===== src/rtl/riscv_pkg.sv =====
// Shared RISC-V front-end definitions: widths, fetch FSM encoding and the
// {pc, instr} entry carried from memory response to decoder.
package riscv_pkg;

    localparam int XLEN = 32;
    localparam int ILEN = 32;

    localparam logic [XLEN-1:0] RESET_PC_DEFAULT = 32'h0000_0000;

    localparam logic [1:0] ST_BOOT  = 2'd0;
    localparam logic [1:0] ST_FETCH = 2'd1;
    localparam logic [1:0] ST_DRAIN = 2'd2;

    typedef struct packed {
        logic [XLEN-1:0] pc;
        logic [ILEN-1:0] instr;
    } fetch_entry_t;

endpackage


===== src/rtl/fetch_fifo.sv =====
// Small in-order FIFO with a flush that wins over any same-cycle push/pop.
// Storage resets to zero so the head reads as zero out of reset.
module fetch_fifo #(
    parameter int WIDTH = 32,
    parameter int DEPTH = 2
) (
    input  logic                       clk,
    input  logic                       rst_n,
    input  logic                       flush,
    input  logic                       push,
    input  logic [WIDTH-1:0]           push_data,
    input  logic                       pop,
    output logic [WIDTH-1:0]           head,
    output logic [$clog2(DEPTH+1)-1:0] count
);
    localparam int CW = $clog2(DEPTH + 1);
    localparam int PW = (DEPTH > 1) ? $clog2(DEPTH) : 1;
    localparam logic [CW-1:0] FULL_CNT = CW'(DEPTH);
    localparam logic [PW-1:0] LAST_PTR = PW'(DEPTH - 1);

    logic [DEPTH-1:0][WIDTH-1:0] mem_q, mem_d;
    logic [PW-1:0]               rd_ptr_q, rd_ptr_d;
    logic [PW-1:0]               wr_ptr_q, wr_ptr_d;
    logic [CW-1:0]               cnt_q, cnt_d;
    logic                        do_push, do_pop;

    assign do_pop  = pop && (cnt_q != '0) && !flush;
    assign do_push = push && !flush && ((cnt_q != FULL_CNT) || do_pop);

    always_comb begin
        mem_d    = mem_q;
        rd_ptr_d = rd_ptr_q;
        wr_ptr_d = wr_ptr_q;
        cnt_d    = cnt_q;
        if (flush) begin
            rd_ptr_d = '0;
            wr_ptr_d = '0;
            cnt_d    = '0;
        end else begin
            if (do_push) begin
                mem_d[wr_ptr_q] = push_data;
                wr_ptr_d = (wr_ptr_q == LAST_PTR) ? '0 : wr_ptr_q + PW'(1);
            end
            if (do_pop) begin
                rd_ptr_d = (rd_ptr_q == LAST_PTR) ? '0 : rd_ptr_q + PW'(1);
            end
            if (do_push && !do_pop) begin
                cnt_d = cnt_q + CW'(1);
            end else if (!do_push && do_pop) begin
                cnt_d = cnt_q - CW'(1);
            end
        end
    end

    always_ff @(posedge clk or negedge rst_n) begin
        if (!rst_n) begin
            mem_q    <= '0;
            rd_ptr_q <= '0;
            wr_ptr_q <= '0;
            cnt_q    <= '0;
        end else begin
            mem_q    <= mem_d;
            rd_ptr_q <= rd_ptr_d;
            wr_ptr_q <= wr_ptr_d;
            cnt_q    <= cnt_d;
        end
    end

    assign head  = mem_q[rd_ptr_q];
    assign count = cnt_q;

endmodule


===== src/rtl/fetch_unit.sv =====
// Instruction fetch front end: credit-limited request issue, in-order response
// capture into a small buffer, and redirect flush with drain of stale responses.
module fetch_unit
    import riscv_pkg::*;
#(
    parameter logic [XLEN-1:0] RESET_PC = RESET_PC_DEFAULT,
    parameter int              DEPTH    = 2
) (
    input  logic            clk,
    input  logic            rst_n,
    output logic            imem_req_valid,
    input  logic            imem_req_ready,
    output logic [XLEN-1:0] imem_addr,
    input  logic            imem_rsp_valid,
    input  logic [ILEN-1:0] imem_rsp_data,
    input  logic            redirect_valid,
    input  logic [XLEN-1:0] redirect_pc,
    output logic            inst_valid,
    input  logic            inst_ready,
    output logic [ILEN-1:0] instruction,
    output logic [XLEN-1:0] inst_pc
);
    localparam int CW  = $clog2(DEPTH + 1);
    localparam int CW1 = CW + 1;
    localparam logic [CW:0] CREDITS = CW1'(DEPTH);

    logic [1:0]      state_q, state_d;
    logic [XLEN-1:0] pc_q, pc_d;
    logic [CW-1:0]   outst_q, outst_d;
    logic [CW-1:0]   buf_count, pcq_count;
    logic            req_fire, rsp_ret, rsp_take, inst_fire;
    logic [XLEN-1:0] rsp_pc;
    fetch_entry_t    rsp_entry, head_entry;

    // Buffered plus in-flight never exceeds DEPTH, so every response has a slot.
    assign imem_req_valid = (state_q == ST_FETCH)
                         && (({1'b0, buf_count} + {1'b0, outst_q}) < CREDITS)
                         && !redirect_valid;
    assign imem_addr = pc_q;
    assign req_fire  = imem_req_valid && imem_req_ready;

    assign rsp_ret   = imem_rsp_valid && (outst_q != '0);
    assign rsp_take  = imem_rsp_valid && (state_q == ST_FETCH) && !redirect_valid
                    && (pcq_count != '0);
    assign rsp_entry = '{pc: rsp_pc, instr: imem_rsp_data};

    assign inst_valid  = (buf_count != '0);
    assign inst_fire   = inst_valid && inst_ready;
    assign instruction = head_entry.instr;
    assign inst_pc     = head_entry.pc;

    always_comb begin
        outst_d = outst_q;
        if (req_fire && !rsp_ret) begin
            outst_d = outst_q + CW'(1);
        end else if (!req_fire && rsp_ret) begin
            outst_d = outst_q - CW'(1);
        end
    end

    always_comb begin
        state_d = state_q;
        case (state_q)
            ST_BOOT:  state_d = ST_FETCH;
            ST_FETCH: if (redirect_valid && (outst_d != '0)) state_d = ST_DRAIN;
            ST_DRAIN: if (outst_d == '0) state_d = ST_FETCH;
            default:  state_d = ST_BOOT;
        endcase
    end

    always_comb begin
        pc_d = pc_q;
        if (redirect_valid) begin
            pc_d = redirect_pc & ~XLEN'(3);
        end else if (req_fire) begin
            pc_d = pc_q + XLEN'(4);
        end
    end

    always_ff @(posedge clk or negedge rst_n) begin
        if (!rst_n) begin
            state_q <= ST_BOOT;
            pc_q    <= RESET_PC;
            outst_q <= '0;
        end else begin
            state_q <= state_d;
            pc_q    <= pc_d;
            outst_q <= outst_d;
        end
    end

    // PC of each in-flight request, paired with its response on return.
    fetch_fifo #(.WIDTH(XLEN), .DEPTH(DEPTH)) u_pc_q (
        .clk       (clk),
        .rst_n     (rst_n),
        .flush     (redirect_valid),
        .push      (req_fire),
        .push_data (pc_q),
        .pop       (rsp_take),
        .head      (rsp_pc),
        .count     (pcq_count)
    );

    fetch_fifo #(.WIDTH($bits(fetch_entry_t)), .DEPTH(DEPTH)) u_ibuf (
        .clk       (clk),
        .rst_n     (rst_n),
        .flush     (redirect_valid),
        .push      (rsp_take),
        .push_data (rsp_entry),
        .pop       (inst_fire),
        .head      (head_entry),
        .count     (buf_count)
    );

endmodule


===== config.mk =====
export PLATFORM = sky130hd
export DESIGN_NAME = fetch_unit
export DESIGN_NICKNAME = d
export VERILOG_FILES = /design/src/rtl/riscv_pkg.sv /design/src/rtl/fetch_fifo.sv /design/src/rtl/fetch_unit.sv
export SDC_FILE = /design/constraint.sdc
export NUM_CORES = 1
export LEC_CHECK = 0
export CAP_MARGIN = 10
export CORE_MARGIN = 2
export CORE_UTILIZATION = 45
export CTS_CLUSTER_SIZE = 25
export DETAILED_ROUTE_END_ITERATION = 7
export PLACE_DENSITY = 0.71
export SYNTH_ARGS = -nofsm -noshare
export SYNTH_HDL_FRONTEND = slang
export SYNTH_SLANG_ARGS = --single-unit

===== constraint.sdc =====
create_clock -name clk -period 2.3 [get_ports clk]
set_clock_uncertainty 0.05 [all_clocks]
set_input_delay 0.575 -clock clk [delete_from_list [all_inputs] [get_ports clk]]
set_output_delay 0.575 -clock clk [all_outputs]
set_load 0.005 [all_outputs]

==> summary.md <==
| Metric | Value |
|---|---|
| Total of max-cap violations | 0 |
| # IOs | ~170 |
| Grt ovf | 0 |
| Gr usage total | between 20 and 25% |
| Post-Place Cells | ~1300 |
| Vias in the first global route | between 7000 and 8000 |
| CP Launch Type | flop |
| # rows | 55 |
| Yosys warnings | 0 |
| Post-synth ARST share | 100% |
| Clock sinks | between 200 and 250 |
| Most frequent cells in the layout | dfrtp_1, mux2_2, clkdlybuf4s50_1, nor2_1 |
| Final instance area | about 15000 sq um |
| Hold EP | u_pc_q.mem_q[55]$_DFFE_PN0P_ |
| H-tree levels | 1 |
| Post-synth EDFFs | 0 |
| Final WS setup | -0.237 ns |
| WL/cell | ~19 um |
| Area grow syn2layout | 42.5% |
| Placed inst area | around 13000 sq um |
| Power Total | 13800 uW |
| Layout cells sized above 1 | 40.9% |
| CTS root buf | clkbuf_16 |
| Endpoints failing setup | roughly 110 |
| Die height | around 160 um |
| Count of different cell masters after synthesis | 64 |
| Top_reg_cell synth | dfrtp_1 |
| Antenna Violating Nets Remaining | 0 |
| Synth Instances | ~850 |
| Largest net degree at the start of global routing | 70 |
| Vias post-DR | slightly below 8000 |
| Hold path cells | 2 |
| Initial antenna violation count | 0 |
| Final setup TNS | -14.90 ns |
| Outcome | complete, but fails checks |
| R2r startpoint | outst_q[0]$_DFF_PN0_ |
| First-pass GRT wire length | 41900 um |
| Post-Route WL | ~27000 um |
| Cell area after synthesis | slightly above 10000 sq um |
| CTS tree | done |
| Gpl congestion | slightly above 0.8 |
| Clk Latency, worst-skew pair | ~0.5 ns |
| Critical path class | reg -> reg |
| Register area share after synthesis | 54.5% |
| Crit-path max FO | 7 |
| Slew headroom | between 40% and 50% |
| Peak VDD IR | just over 0.0005 V |
| Worst-path clk slew | 0.06 ns |
| Internal reg-to-reg setup slack | -0.24 ns |
| Min-delay src | u_pc_q.mem_q[55]$_DFFE_PN0P_ |
| DRC errors left | 0 |
| Inserted Clock Buffers | 24 |
| Post-synthesis register bit count | between 200 and 250 |
| Post-DP HPWL | between 15000 and 20000 um |
| P_leak | roughly 0.0068 uW |
| Final worst-path cycle share | 110% |
| Core Area | 22600 sq um |
| Critical path capture point type | flop |
| Worst Tran Pin Value | 0.817 ns |
| Final nets | 1181 |
| Violated checks | negative setup slack |
| IO buf count | 161 |
| Hold Slack | roughly 0.43 ns |
| HP Class | reg -> reg |
| FF-to-FF End | imem_addr[28]$_DFFE_PN0N_ |
| Via/cell ratio | 5.50 |
| Clock Tree Buf Depth | 3 |
| Crit path DAT | 2.88 ns |
| DRT iter0 DRCs | between 400 and 500 |
| Min Tclk post-route | 2.54 ns |
| FF-to-FF path depth | 11 |
| Starting Density | between 40 and 50% |
| Final instance count without filler cells | about 1400 |
| Pre-Repair DR Iteration Count | 5 |
| Most common cell after layout, fill and taps aside | dfrtp_1 |
| DIE WIDTH | about 160 um |
| Hold Fails Final Rpt | 0 |
| Peak Freq | roughly 0.4 GHz |
| # diodes | 0 |
| Pins Over Slew Limit | 0 |
| Average size of a mapped cell | roughly 12 sq um |
| RSZ-0062 raised after global routing | true |
| Power Density | approximately 930 nW/um^2 |
| Die area | between 20000 and 25000 sq um |
| Worst Path Required | approximately 2.6 ns |
## how the worst max path moves through the flow
stage / start / end / slack [ns] / cells after the start
6_report: outst_q[0]$_DFF_PN0_ / imem_addr[28]$_DFFE_PN0N_ / -0.24 / 11
5_1_grt: u_ibuf.count[0]$_DFFE_PN0P_ / imem_addr[29]$_DFFE_PN0N_ / -0.33 / 10
4_1_cts: outst_q[0]$_DFF_PN0_ / imem_req_valid / -0.24 / 5
3_5_place_dp: redirect_valid / imem_addr[30]$_DFFE_PN0N_ / -0.41 / 8
3_3_place_gp: redirect_valid / imem_addr[31]$_DFFE_PN0N_ / -0.39 / 8
2_1_floorplan: outst_q[0]$_DFF_PN0_ / state_q[0]$_DFFE_PN0P_ / -0.01 / 9
## cell type report
cell class	count	area (sq um)
multi-input cells	566	4990
flip-flops and latches	226	5660
repair buffers	281	3010
clock buffers	40	732
inverters	9	37.5
clock inverters	2	10.0
fillers	1672	7840
well taps	285	357
## logic make-up (layout without fill, tap and decap cells)
group | after synthesis | in the layout | synth area share [%]
AOI/OAI and AO/OA | 138 | 138 | 8.72
DFF | 226 | 226 | 54.5
buffers and inverters | 65 | 332 | 3.64
xor gates and xnor gates | 4 | 4 | 0.337
muxes | 216 | 216 | 23.0
and+or+nand+nor | 201 | 201 | 9.34
other | 1 | 4 | 0.0361
adders and majority gates | 3 | 3 | 0.434
## sequential cells by signal, indices dropped and copies added (netlist names)
| register | count |
|---|---|
| imem_addr | 30 |
| outst_q | 2 |
| state_q | 2 |
| u_ibuf.count | 2 |
| u_ibuf.mem_q | 124 |
| u_ibuf.rd_ptr_q | 1 |
| u_ibuf.wr_ptr_q | 1 |
| u_pc_q.count | 2 |
| u_pc_q.mem_q | 60 |
| u_pc_q.rd_ptr_q | 1 |
| u_pc_q.wr_ptr_q | 1 |
## power by group
group	internal [uW]	switching [uW]	total [uW]	leakage, uW
clock	2150	1490	3640	0.000364
sequential	4920	594	5510	0.00301
combinational	2880	1740	4620	0.00339
total	9950	3820	13800	0.00676
## what timing repair did
| action | CTS | global route |
|---|---|---|
| gates resized for setup | 408 | 120 |
| hold buffers | 1 | 0 |
| buffers inserted | 30 | 12 |
| hold endpoints to repair | 5 | 0 |
| cloned | 7 | 2 |
| setup endpoints to repair | 150 | 158 |
| pin swaps | 37 | 24 |
## worst max-delay path, stage by stage, from the launching register on
cell       delay, ns
dfrtp_1         0.37
inv_2           0.05
nor2_2          0.11
fa_1            0.47
nand4bb_4       0.28
nor2_4          0.19
buf_6           0.14
buf_12          0.13
buf_12          0.10
nor2_4          0.03
a22o_1          0.18
or3_1           0.30
## cell usage after synthesis, types with 2 or more instances
library cell / count / area, sq um
a211oi_1: 3 / 22.5
a21oi_1: 64 / 320
a221o_1: 6 / 60.1
a31o_2: 3 / 26.3
a31oi_1: 4 / 25.0
and2_1: 2 / 12.5
and3_1: 3 / 18.8
buf_1: 8 / 30.0
buf_2: 13 / 65.1
buf_4: 17 / 128
buf_6: 7 / 78.8
clkbuf_1: 10 / 37.5
dfrtp_1: 226 / 5660
ha_1: 2 / 25.0
inv_1: 8 / 30.0
mux2_1: 7 / 78.8
mux2_2: 177 / 1990
mux2i_1: 32 / 320
nand2_1: 42 / 158
nand3_1: 19 / 95.1
nand4_1: 12 / 75.1
nor2_1: 93 / 349
nor2b_1: 3 / 18.8
nor3_1: 2 / 10.0
nor3b_1: 4 / 30.0
nor4_1: 2 / 12.5
o211ai_1: 9 / 67.6
o21ai_0: 20 / 100
o311ai_0: 14 / 123
o41ai_1: 2 / 17.5
or2_1: 2 / 12.5
or4_1: 4 / 30.0
xnor2_1: 2 / 17.5
xor2_1: 2 / 17.5
## metal layers
| metal | part of all wire [%] | global-route usage (%) | vias up |
|---|---|---|---|
| met4 | 1.8 | 4.98 | 0 |
| met3 | 4.8 | 3.17 | 37 |
| met1 | 46 | 30.4 | 3923 |
| met5 | 0 | 0 | - |
| met2 | 48 | 35.5 | 202 |
| li1 | - | - | 3588 |
## through the flow
step,setup slack [ns],util [%]
5_1_grt,-0.327,65.4
2_1_floorplan,-0.0145,-
6_report,-0.237,65.4
3_3_place_gp,-0.393,56.6
4_1_cts,-0.236,63.2
3_5_place_dp,-0.405,56.6
Note: power is estimated with default switching activity, not from simulation.
